File: src/rtl/alarm_pkg.sv
// Shared state codes, digit limits, alarm record and match helper for the alarm bank setter.
package alarm_pkg;

  typedef logic [2:0] state_t;

  localparam state_t ST_IDLE  = 3'd0;
  localparam state_t ST_SEL   = 3'd1;
  localparam state_t ST_HL    = 3'd2;
  localparam state_t ST_HR    = 3'd3;
  localparam state_t ST_ML    = 3'd4;
  localparam state_t ST_MR    = 3'd5;
  localparam state_t ST_ONOFF = 3'd6;

  localparam logic [1:0] HL_MAX    = 2'd2;
  localparam logic [3:0] HR_MAX    = 4'd9;
  localparam logic [3:0] HR_MAX_20 = 4'd3;
  localparam logic [2:0] ML_MAX    = 3'd5;
  localparam logic [3:0] MR_MAX    = 4'd9;

  typedef struct packed {
    logic [1:0] hl;
    logic [3:0] hr;
    logic [2:0] ml;
    logic [3:0] mr;
    logic       en;
  } alarm_t;

  function automatic logic time_match(alarm_t a, logic [1:0] hl, logic [3:0] hr,
                                      logic [2:0] ml, logic [3:0] mr);
    return a.en && (a.hl == hl) && (a.hr == hr) && (a.ml == ml) && (a.mr == mr);
  endfunction

endpackage

File: src/rtl/alarm_bank_setter_button_edge.sv
// Registers one button level and emits a single-cycle pulse on its rising edge.
module button_edge (
  input  logic clk,
  input  logic rst,
  input  logic btn,
  output logic press
);

  logic btn_q;

  always_ff @(posedge clk) begin
    if (!rst) btn_q <= 1'b0;
    else      btn_q <= btn;
  end

  assign press = btn & ~btn_q;

endmodule

File: src/rtl/alarm_bank_setter.sv
// Multi-alarm HH:MM setter with edit FSM, committed bank and per-alarm ring flags.
// Optional snooze counters are built when ALARM_SNOOZE_EN is defined.
module alarm_bank_setter
  import alarm_pkg::*;
#(
  parameter int NUM_ALARMS = 4,
  parameter int IDX_W      = (NUM_ALARMS > 1) ? $clog2(NUM_ALARMS) : 1,
  parameter int SNOOZE_MIN = 5
) (
  input  logic                  clk,
  input  logic                  rst,
  input  logic                  set_alarm_en,
  input  logic                  mode_button,
  input  logic                  inc_button,
  input  logic                  stop_button,
`ifdef ALARM_SNOOZE_EN
  input  logic                  snooze_button,
`endif
  input  logic [1:0]            cur_hours_left,
  input  logic [3:0]            cur_hours_right,
  input  logic [2:0]            cur_minutes_left,
  input  logic [3:0]            cur_minutes_right,
  input  logic                  min_tick,
  output logic [1:0]            o_hours_left,
  output logic [3:0]            o_hours_right,
  output logic [2:0]            o_minutes_left,
  output logic [3:0]            o_minutes_right,
  output logic [IDX_W-1:0]      o_sel,
  output logic [2:0]            o_field,
  output logic [NUM_ALARMS-1:0] on_off_mask,
  output logic [NUM_ALARMS-1:0] alarm_ring,
  output logic                  ack_flag
);

  localparam logic [IDX_W-1:0] SEL_LAST = IDX_W'(NUM_ALARMS - 1);

  state_t                  state;
  logic [IDX_W-1:0]        sel, sel_next;
  alarm_t                  bank [NUM_ALARMS];
  alarm_t                  shadow, shadow_inc, disp;
  logic                    ack;
  logic [NUM_ALARMS-1:0]   ring, ring_next;
  logic                    mode_p, inc_p, stop_p, commit;

  button_edge u_mode (.clk(clk), .rst(rst), .btn(mode_button), .press(mode_p));
  button_edge u_inc  (.clk(clk), .rst(rst), .btn(inc_button),  .press(inc_p));
  button_edge u_stop (.clk(clk), .rst(rst), .btn(stop_button), .press(stop_p));

  assign sel_next = (sel == SEL_LAST) ? '0 : sel + 1'b1;

  // Increment of the field being edited; HL reaching 2 pulls HR down to 3.
  always_comb begin
    shadow_inc = shadow;
    case (state)
      ST_HL: begin
        shadow_inc.hl = (shadow.hl >= HL_MAX) ? 2'd0 : shadow.hl + 2'd1;
        if (shadow_inc.hl == HL_MAX && shadow.hr > HR_MAX_20) shadow_inc.hr = HR_MAX_20;
      end
      ST_HR:    shadow_inc.hr = (shadow.hr >= ((shadow.hl == HL_MAX) ? HR_MAX_20 : HR_MAX))
                                ? 4'd0 : shadow.hr + 4'd1;
      ST_ML:    shadow_inc.ml = (shadow.ml >= ML_MAX) ? 3'd0 : shadow.ml + 3'd1;
      ST_MR:    shadow_inc.mr = (shadow.mr >= MR_MAX) ? 4'd0 : shadow.mr + 4'd1;
      ST_ONOFF: shadow_inc.en = ~shadow.en;
      default:  ;
    endcase
  end

  always_ff @(posedge clk) begin
    if (!rst) begin
      state  <= ST_IDLE;
      sel    <= '0;
      shadow <= '0;
      ack    <= 1'b0;
      for (int i = 0; i < NUM_ALARMS; i++) bank[i] <= '0;
    end else begin
      ack <= 1'b0;
      if (!set_alarm_en) begin
        state <= ST_IDLE;
      end else begin
        case (state)
          ST_IDLE: begin
            state  <= ST_SEL;
            shadow <= bank[sel];
          end
          ST_SEL: begin
            if (mode_p) state <= ST_HL;
            else if (inc_p) begin
              sel    <= sel_next;
              shadow <= bank[sel_next];
            end
          end
          ST_HL, ST_HR, ST_ML, ST_MR: begin
            if (mode_p)     state  <= state + 3'd1;
            else if (inc_p) shadow <= shadow_inc;
          end
          ST_ONOFF: begin
            if (mode_p) begin
              state     <= ST_SEL;
              bank[sel] <= shadow;
              ack       <= 1'b1;
            end else if (inc_p) begin
              shadow <= shadow_inc;
            end
          end
          default: state <= ST_IDLE;
        endcase
      end
    end
  end

  assign commit = set_alarm_en && (state == ST_ONOFF) && mode_p;

`ifdef ALARM_SNOOZE_EN
  logic       snooze_p;
  logic [3:0] snz      [NUM_ALARMS];
  logic [3:0] snz_next [NUM_ALARMS];

  button_edge u_snooze (.clk(clk), .rst(rst), .btn(snooze_button), .press(snooze_p));
`endif

  // Sets (match, snooze expiry) are applied first so that stop and disable take priority.
  always_comb begin
    ring_next = ring;
    for (int i = 0; i < NUM_ALARMS; i++) begin
      if (min_tick && time_match(bank[i], cur_hours_left, cur_hours_right,
                                 cur_minutes_left, cur_minutes_right))
        ring_next[i] = 1'b1;
    end
`ifdef ALARM_SNOOZE_EN
    snz_next = snz;
    for (int i = 0; i < NUM_ALARMS; i++) begin
      if (min_tick && snz[i] != 4'd0) begin
        snz_next[i] = snz[i] - 4'd1;
        if (snz[i] == 4'd1) ring_next[i] = 1'b1;
      end
      if (snooze_p && ring[i]) begin
        ring_next[i] = 1'b0;
        snz_next[i]  = 4'(SNOOZE_MIN);
      end
      if (stop_p) snz_next[i] = 4'd0;
    end
    if (commit && !shadow.en) snz_next[sel] = 4'd0;
`endif
    if (stop_p) ring_next = '0;
    if (commit && !shadow.en) ring_next[sel] = 1'b0;
  end

  always_ff @(posedge clk) begin
    if (!rst) begin
      ring <= '0;
`ifdef ALARM_SNOOZE_EN
      for (int i = 0; i < NUM_ALARMS; i++) snz[i] <= 4'd0;
`endif
    end else begin
      ring <= ring_next;
`ifdef ALARM_SNOOZE_EN
      snz  <= snz_next;
`endif
    end
  end

  assign disp = (state == ST_IDLE) ? bank[sel] : shadow;

  always_comb begin
    on_off_mask = '0;
    for (int i = 0; i < NUM_ALARMS; i++) on_off_mask[i] = bank[i].en;
  end

  assign o_hours_left    = disp.hl;
  assign o_hours_right   = disp.hr;
  assign o_minutes_left  = disp.ml;
  assign o_minutes_right = disp.mr;
  assign o_sel           = sel;
  assign o_field         = state;
  assign alarm_ring      = ring;
  assign ack_flag        = ack;

endmodule

File: config.mk
export PLATFORM = sky130hd
export DESIGN_NAME = alarm_bank_setter
export DESIGN_NICKNAME = d
export VERILOG_FILES = /design/src/rtl/alarm_pkg.sv /design/src/rtl/alarm_bank_setter_button_edge.sv /design/src/rtl/alarm_bank_setter.sv
export SDC_FILE = /design/constraint.sdc
export NUM_CORES = 1
export LEC_CHECK = 0
export ABC_CLOCK_PERIOD_IN_PS = 3700
export CORE_AREA = 2 2 98 171
export DETAILED_ROUTE_END_ITERATION = 16
export DIE_AREA = 0 0 100 173
export GPL_ROUTABILITY_DRIVEN = 0
export SYNTH_ARGS = -nofsm -noshare
export SYNTH_HDL_FRONTEND = slang
export SYNTH_HIERARCHICAL = 1
export SYNTH_SLANG_ARGS = --single-unit
File: constraint.sdc
create_clock -name clk -period 3.7 [get_ports clk]
set_input_delay 0.555 -clock clk [delete_from_list [all_inputs] [get_ports clk]]
set_output_delay 0.555 -clock clk [all_outputs]
set_load 0.005 [all_outputs]
[After elaboration in Yosys (flattened, before gate mapping)]
Memories as Yosys holds them, arrays and structs flattened. A register that Yosys moved wholly into a read port is not among the register bits.
Cells that the tools add are included.
Widths: inputs -> output; s select.
Operators by class
  muxes and demuxes: 41
  magnitude comparators: 7
  bitwise gates (word level): 10
  reduce and logical (&&, ||, !) cells: 39
  equality and inequality tests: 38
  add/sub/neg operators: 6
Operators with widths (number)
  $mux 14: 6
  $pmux 14 s3: 1
  $eq 4x4->1: 8
  $mux 4: 7
  $reduce_and 7->1: 4
  $logic_and 1x1->1: 25
  $mux 3: 5
  $reduce_or 14->1: 1
  $mux 1: 13
  $eq 3x3->1: 4
  $mux 2: 6
  $ne 2x2->1 const B: 6
  $pmux 3 s4: 1
  $ne 2x1->1 const B: 5
  $eq 3x3->1 const B: 3
  $add 4x1->4 const B: 2
  $eq 2x2->1: 4
  $pmux 4 s2: 1
  $reduce_and 8->1: 1
  $add 3x1->3 const B: 2
  $eq 2x2->1 const B: 3
  $eq 3x2->1 const B: 2
  $not 1->1: 5
  $reduce_or 5->1: 1
  other kinds (22): 25
Storage, ports and cells
  input bits: 20
  memories: 1
  register bits after elaboration: 27
  memory bits (writable): 56
  output and inout port bits: 27
  logic and storage cells: 154
Memories
  bank: depth 4, bits a word 14, read ports 6, clocked after Yosys merged registers in 1, wr ports 4, line alarm_bank_setter.sv:39  | alarm_t bank [NUM_ALARMS];

[Longest topological paths before layout]
  depth after elaboration: 10
  gate-level depth with buffers: 9
  gate-level depth less buffers: 8

[Cells and area by module]
The synthesis kept the hierarchy.
Modules (own cells, without submodules)
  alarm_bank_setter: cells an instance 479, sequential area each 2202.1 um2, times used 1, area each 5383.9 um2
  button_edge: cells an instance 3, sequential area each 20.0 um2, times used 3, area each 40.0 um2

[Worst setup path before layout]
No wires, ideal clock.
  kind: reg2reg
  start: register state[1] (netlist: o_field[1])
  end: memory bank[3][0] (netlist bit) (enable)
  arrival time: 2.264 ns
  clock period less this slack: 2.672 ns
  buffers on the path: 1
  setup slack: 1.028 ns
  required time: 3.293 ns
  library setup time: 0.407 ns
  cell stages (with the launch flop): 5
  cells stage by stage: dfxtp_1 -> ha_1 -> clkbuf_1 -> nand4_1 -> o31ai_1
RTL lines
  start: declaration: line alarm_bank_setter.sv:37  | state_t state;
  start signal: assignment: line alarm_bank_setter.sv:93  | if (mode_p) state <= state + 3'd1;
  end: declaration: line alarm_bank_setter.sv:39

[Worst setup path after layout]
  start: register state[1] (netlist: o_field[1])
  end: output port o_hours_left[0]
On the way
  cells in the longest elaborated chain, start to end: 2
Ends and longest elaborated chain
  $logic_not 3->1: line alarm_bank_setter.sv:162  | assign disp = (state == ST_IDLE) ? bank[sel] : shadow;
  $mux 14: line alarm_bank_setter.sv:162
  end: declaration: line alarm_bank_setter.sv:24  | output logic [1:0] o_hours_left,
Every way passes these cells.

==> results.txt <==
Run status -> complete, no violations
Clk sinks -> 85
Unrepaired setup endpoints after global routing -> false
CTS tree -> built
Die footprint -> 0.0173 mm2
1st-iter DRT viols -> 350
NetSw -> 668 uW
Layout area overhead -> 16.5%
Top-count cell post-synth -> edfxtp_1
Met3 GRT Util -> 2.63%
Period minus WS final -> 3.25 ns
Placed Cells -> 696
VDD IR-drop max -> 0.244 mV
Seq cells post-synth -> 85
Cell taking the most area after synthesis -> edfxtp_1
CP Class -> flip-flop to output pin
Most Crowded Layer GR -> met2
Max Cap Viol -> 0
Multi-input gate area -> 0.00300 mm2
Startpoint types -> flip-flop
Clk buf depth -> 2
GR Layer Usage met1 -> 20.4%
Layout cells sized above 1 -> 12.8%
HPWL after detailed placement -> 12400 um
Clk slew on worst S/H paths -> 0.06 ns
Register Area -> 0.00226 mm2
Tcrit/Tclk final -> 87.8%
I/O pins -> 47
Relative slew slack -> 45.2%
Hold Worst Slack -> 0.502 ns
Pint -> 1780 uW
DR WL/cell -> 23.5 um
Pre-antenna DRT Iters -> 5
Synth top area share -> 30.6%
Met2 Usage GRT -> 37.4%
List of most frequent post-synthesis cells -> edfxtp_1, and2_1, xnor2_1
Switching part of the total -> 27.3%
Syn. warnings -> 6
Root Driver -> clkbuf_16
Fin Clk Skew -> 0.00848 ns
Synth Cell Area -> 0.00550 mm2
Residual DRC -> 0
CTS buffer count -> 9
Final layout net count -> 555
Fmax -> 308 MHz
# rows -> 61
Final setup violation count -> 0
Logic pwr share -> 17.1%
Pre-CTS setup slack -> 0.830 ns
Post CTS Setup Buffer Count -> 0
Most used DFF post-synth -> edfxtp_1
Final worst slack -> 0.451 ns
Vias -> 4145
Critical path arrival -> 2.69 ns
Cts hold-fix bufs -> 0
Core area -> 0.0159 mm2
Hold Crit Class -> flip-flop to flip-flop
CP cell instances -> inv_1 > ha_1 > nor2b_1 > buf_4 > o21ai_0 > clkdlybuf4s50_1
Slowest CP cell -> clkdlybuf4s50_1
Largest net degree at the start of global routing -> 24
Sequential Power Share -> 45.7%
ANT nets after route -> 0
Cells after Synth -> 488
Final wirelength -> 16700 um
Initial core utilization -> 34.7%
# resized after CTS -> 0
H-tree depth -> 3
PwrDens -> 382 mW/mm2
GRT Residual Overflow -> 0
Buf+Inv Stages, Crit Path -> 3
Crit end category -> output pin
Gr usage total -> 19.7%
FILL cells -> 1492
Post-synth EDFFs -> 56
Sequential share of the synthesized area -> 41.1%
Critical Path RT -> 3.14 ns
Synth top area cells -> edfxtp_1, dfxtp_1, mux4_2
Mapped Nets -> 525
Routed vias/inst -> 5.82
Syn avg cell area -> 11.3 um2
Worst skew pair latency -> 0.34 ns
Setup TNS Final -> 0 ns
Leakage Power -> 0.00225 uW
Fin cells -> 712
Slew at the pin closest to its max-slew limit -> 0.821 ns
Clock power frac -> 37.2%
Width of the die -> 100 um
CP max stage delay -> 0.58 ns
Post-synth ARST share -> 0%
# port buffers -> 46
Inserted Diodes -> 0
Global-route wire length before repair -> 25000 um
Initial antenna violation count -> 0
Die Ht -> 173 um
Delay-heaviest family, CP -> buffers and inverters
Netlist cell types -> 60
Vias in the first global route -> 4295
Max Slew Vio Count -> 0
Hold Fails Final Rpt -> 0
Worst Path Max Fanout -> 19
==> worst register-to-register path, delay by kind of cell (launching register included) <==
| kind | cells | cell delay [ns] |
|---|---|---|
| compound gates | 2 | 0.66 |
| fa+ha+maj | 1 | 0.83 |
| buf+inv | 1 | 0.19 |
| flops | 1 | 0.52 |
| mux | 1 | 0.43 |
==> cell usage in the layout (no fill, tap or decap), types with 4 or more instances in the layout <==
| cell | n |
|---|---|
| clkbuf_16 | 11 |
| a21oi_1 | 13 |
| dfxtp_1 | 29 |
| mux4_1 | 9 |
| inv_1 | 17 |
| a22oi_1 | 6 |
| a222oi_1 | 5 |
| nand3_1 | 9 |
| ha_1 | 17 |
| xnor2_1 | 45 |
| xor2_1 | 10 |
| mux4_2 | 19 |
| clkdlybuf4s50_1 | 46 |
| nand2_1 | 22 |
| nor4_1 | 12 |
| and2_1 | 50 |
| nand4_1 | 12 |
| o21ai_0 | 15 |
| nor2b_1 | 5 |
| mux2_2 | 7 |
| nor3_1 | 8 |
| nor2_1 | 13 |
| a211oi_1 | 6 |
| a31oi_1 | 4 |
| edfxtp_1 | 56 |
| buf_4 | 11 |
| nand2b_1 | 6 |
==> final cells by class <==
| class | count | share of cell area (%) |
|---|---|---|
| multi-input cells | 348 | 46.8 |
| flip-flops and latches | 85 | 35.3 |
| repair buffers | 57 | 8.47 |
| clock buffers | 12 | 4.35 |
| well taps | 189 | 3.69 |
| inverters | 17 | 0.995 |
| clock inverters | 4 | 0.429 |
==> stage by stage <==
step	cell area (um2)	power [uW]	util [%]
2_1_floorplan	5500	1380	-
3_3_place_gp	6110	1550	38.5
3_5_place_dp	6110	1550	38.5
4_1_cts	6410	2450	40.4
5_1_grt	6410	2530	40.4
6_report	6410	2450	40.4
==> kinds of logic after synthesis <==
family	Yosys count	synth area share [%]
fa+ha+maj	17	3.86
compound gates	84	11.3
mux	37	13.9
xor+xnor	55	8.75
buf+inv	55	4.71
simple gates	155	16.4
flops	85	41.1
==> sequential cells by signal, summed over array words and instances (netlist names), named ones only <==
signal,flops
ack_flag,1
alarm_ring,4
bank,56
o_field,3
o_sel,2
shadow,14
u_inc/btn_q,1
u_mode/btn_q,1
u_stop/btn_q,1
==> path summary, 6_finish.rpt <==
| path | cells past startpoint | start | end | slack (ns) |
|---|---|---|---|---|
| worst max-delay path | 6 | o_field[1]$_SDFFE_PN0P_ | o_hours_left[0] | 0.45 |
| worst min-delay path | 2 | alarm_ring[3]$_SDFF_PN0_ | alarm_ring[3]$_SDFF_PN0_ | 0.50 |
| worst max register to register | 5 | o_sel[0]$_SDFFE_PN0P_ | shadow[2]$_SDFFE_PN0P_ | 0.93 |
| worst min register to register | 2 | alarm_ring[3]$_SDFF_PN0_ | alarm_ring[3]$_SDFF_PN0_ | 0.50 |
==> power by group through the flow <==
stage	clock network, uW	registers (uW)	logic [uW]
after floorplan	0	1110	270
after global placement	0	1140	408
after detailed placement	0	1140	414
after CTS	914	1120	418
after global routing	955	1130	448
final	913	1120	418
==> metal layers <==
layer	up-vias	wire (um)
li1	1892	-
met1	2054	5870
met2	154	9430
met4	0	766
met3	45	684
met5	-	0
No activity file was read; power rests on OpenSTA's default activity.
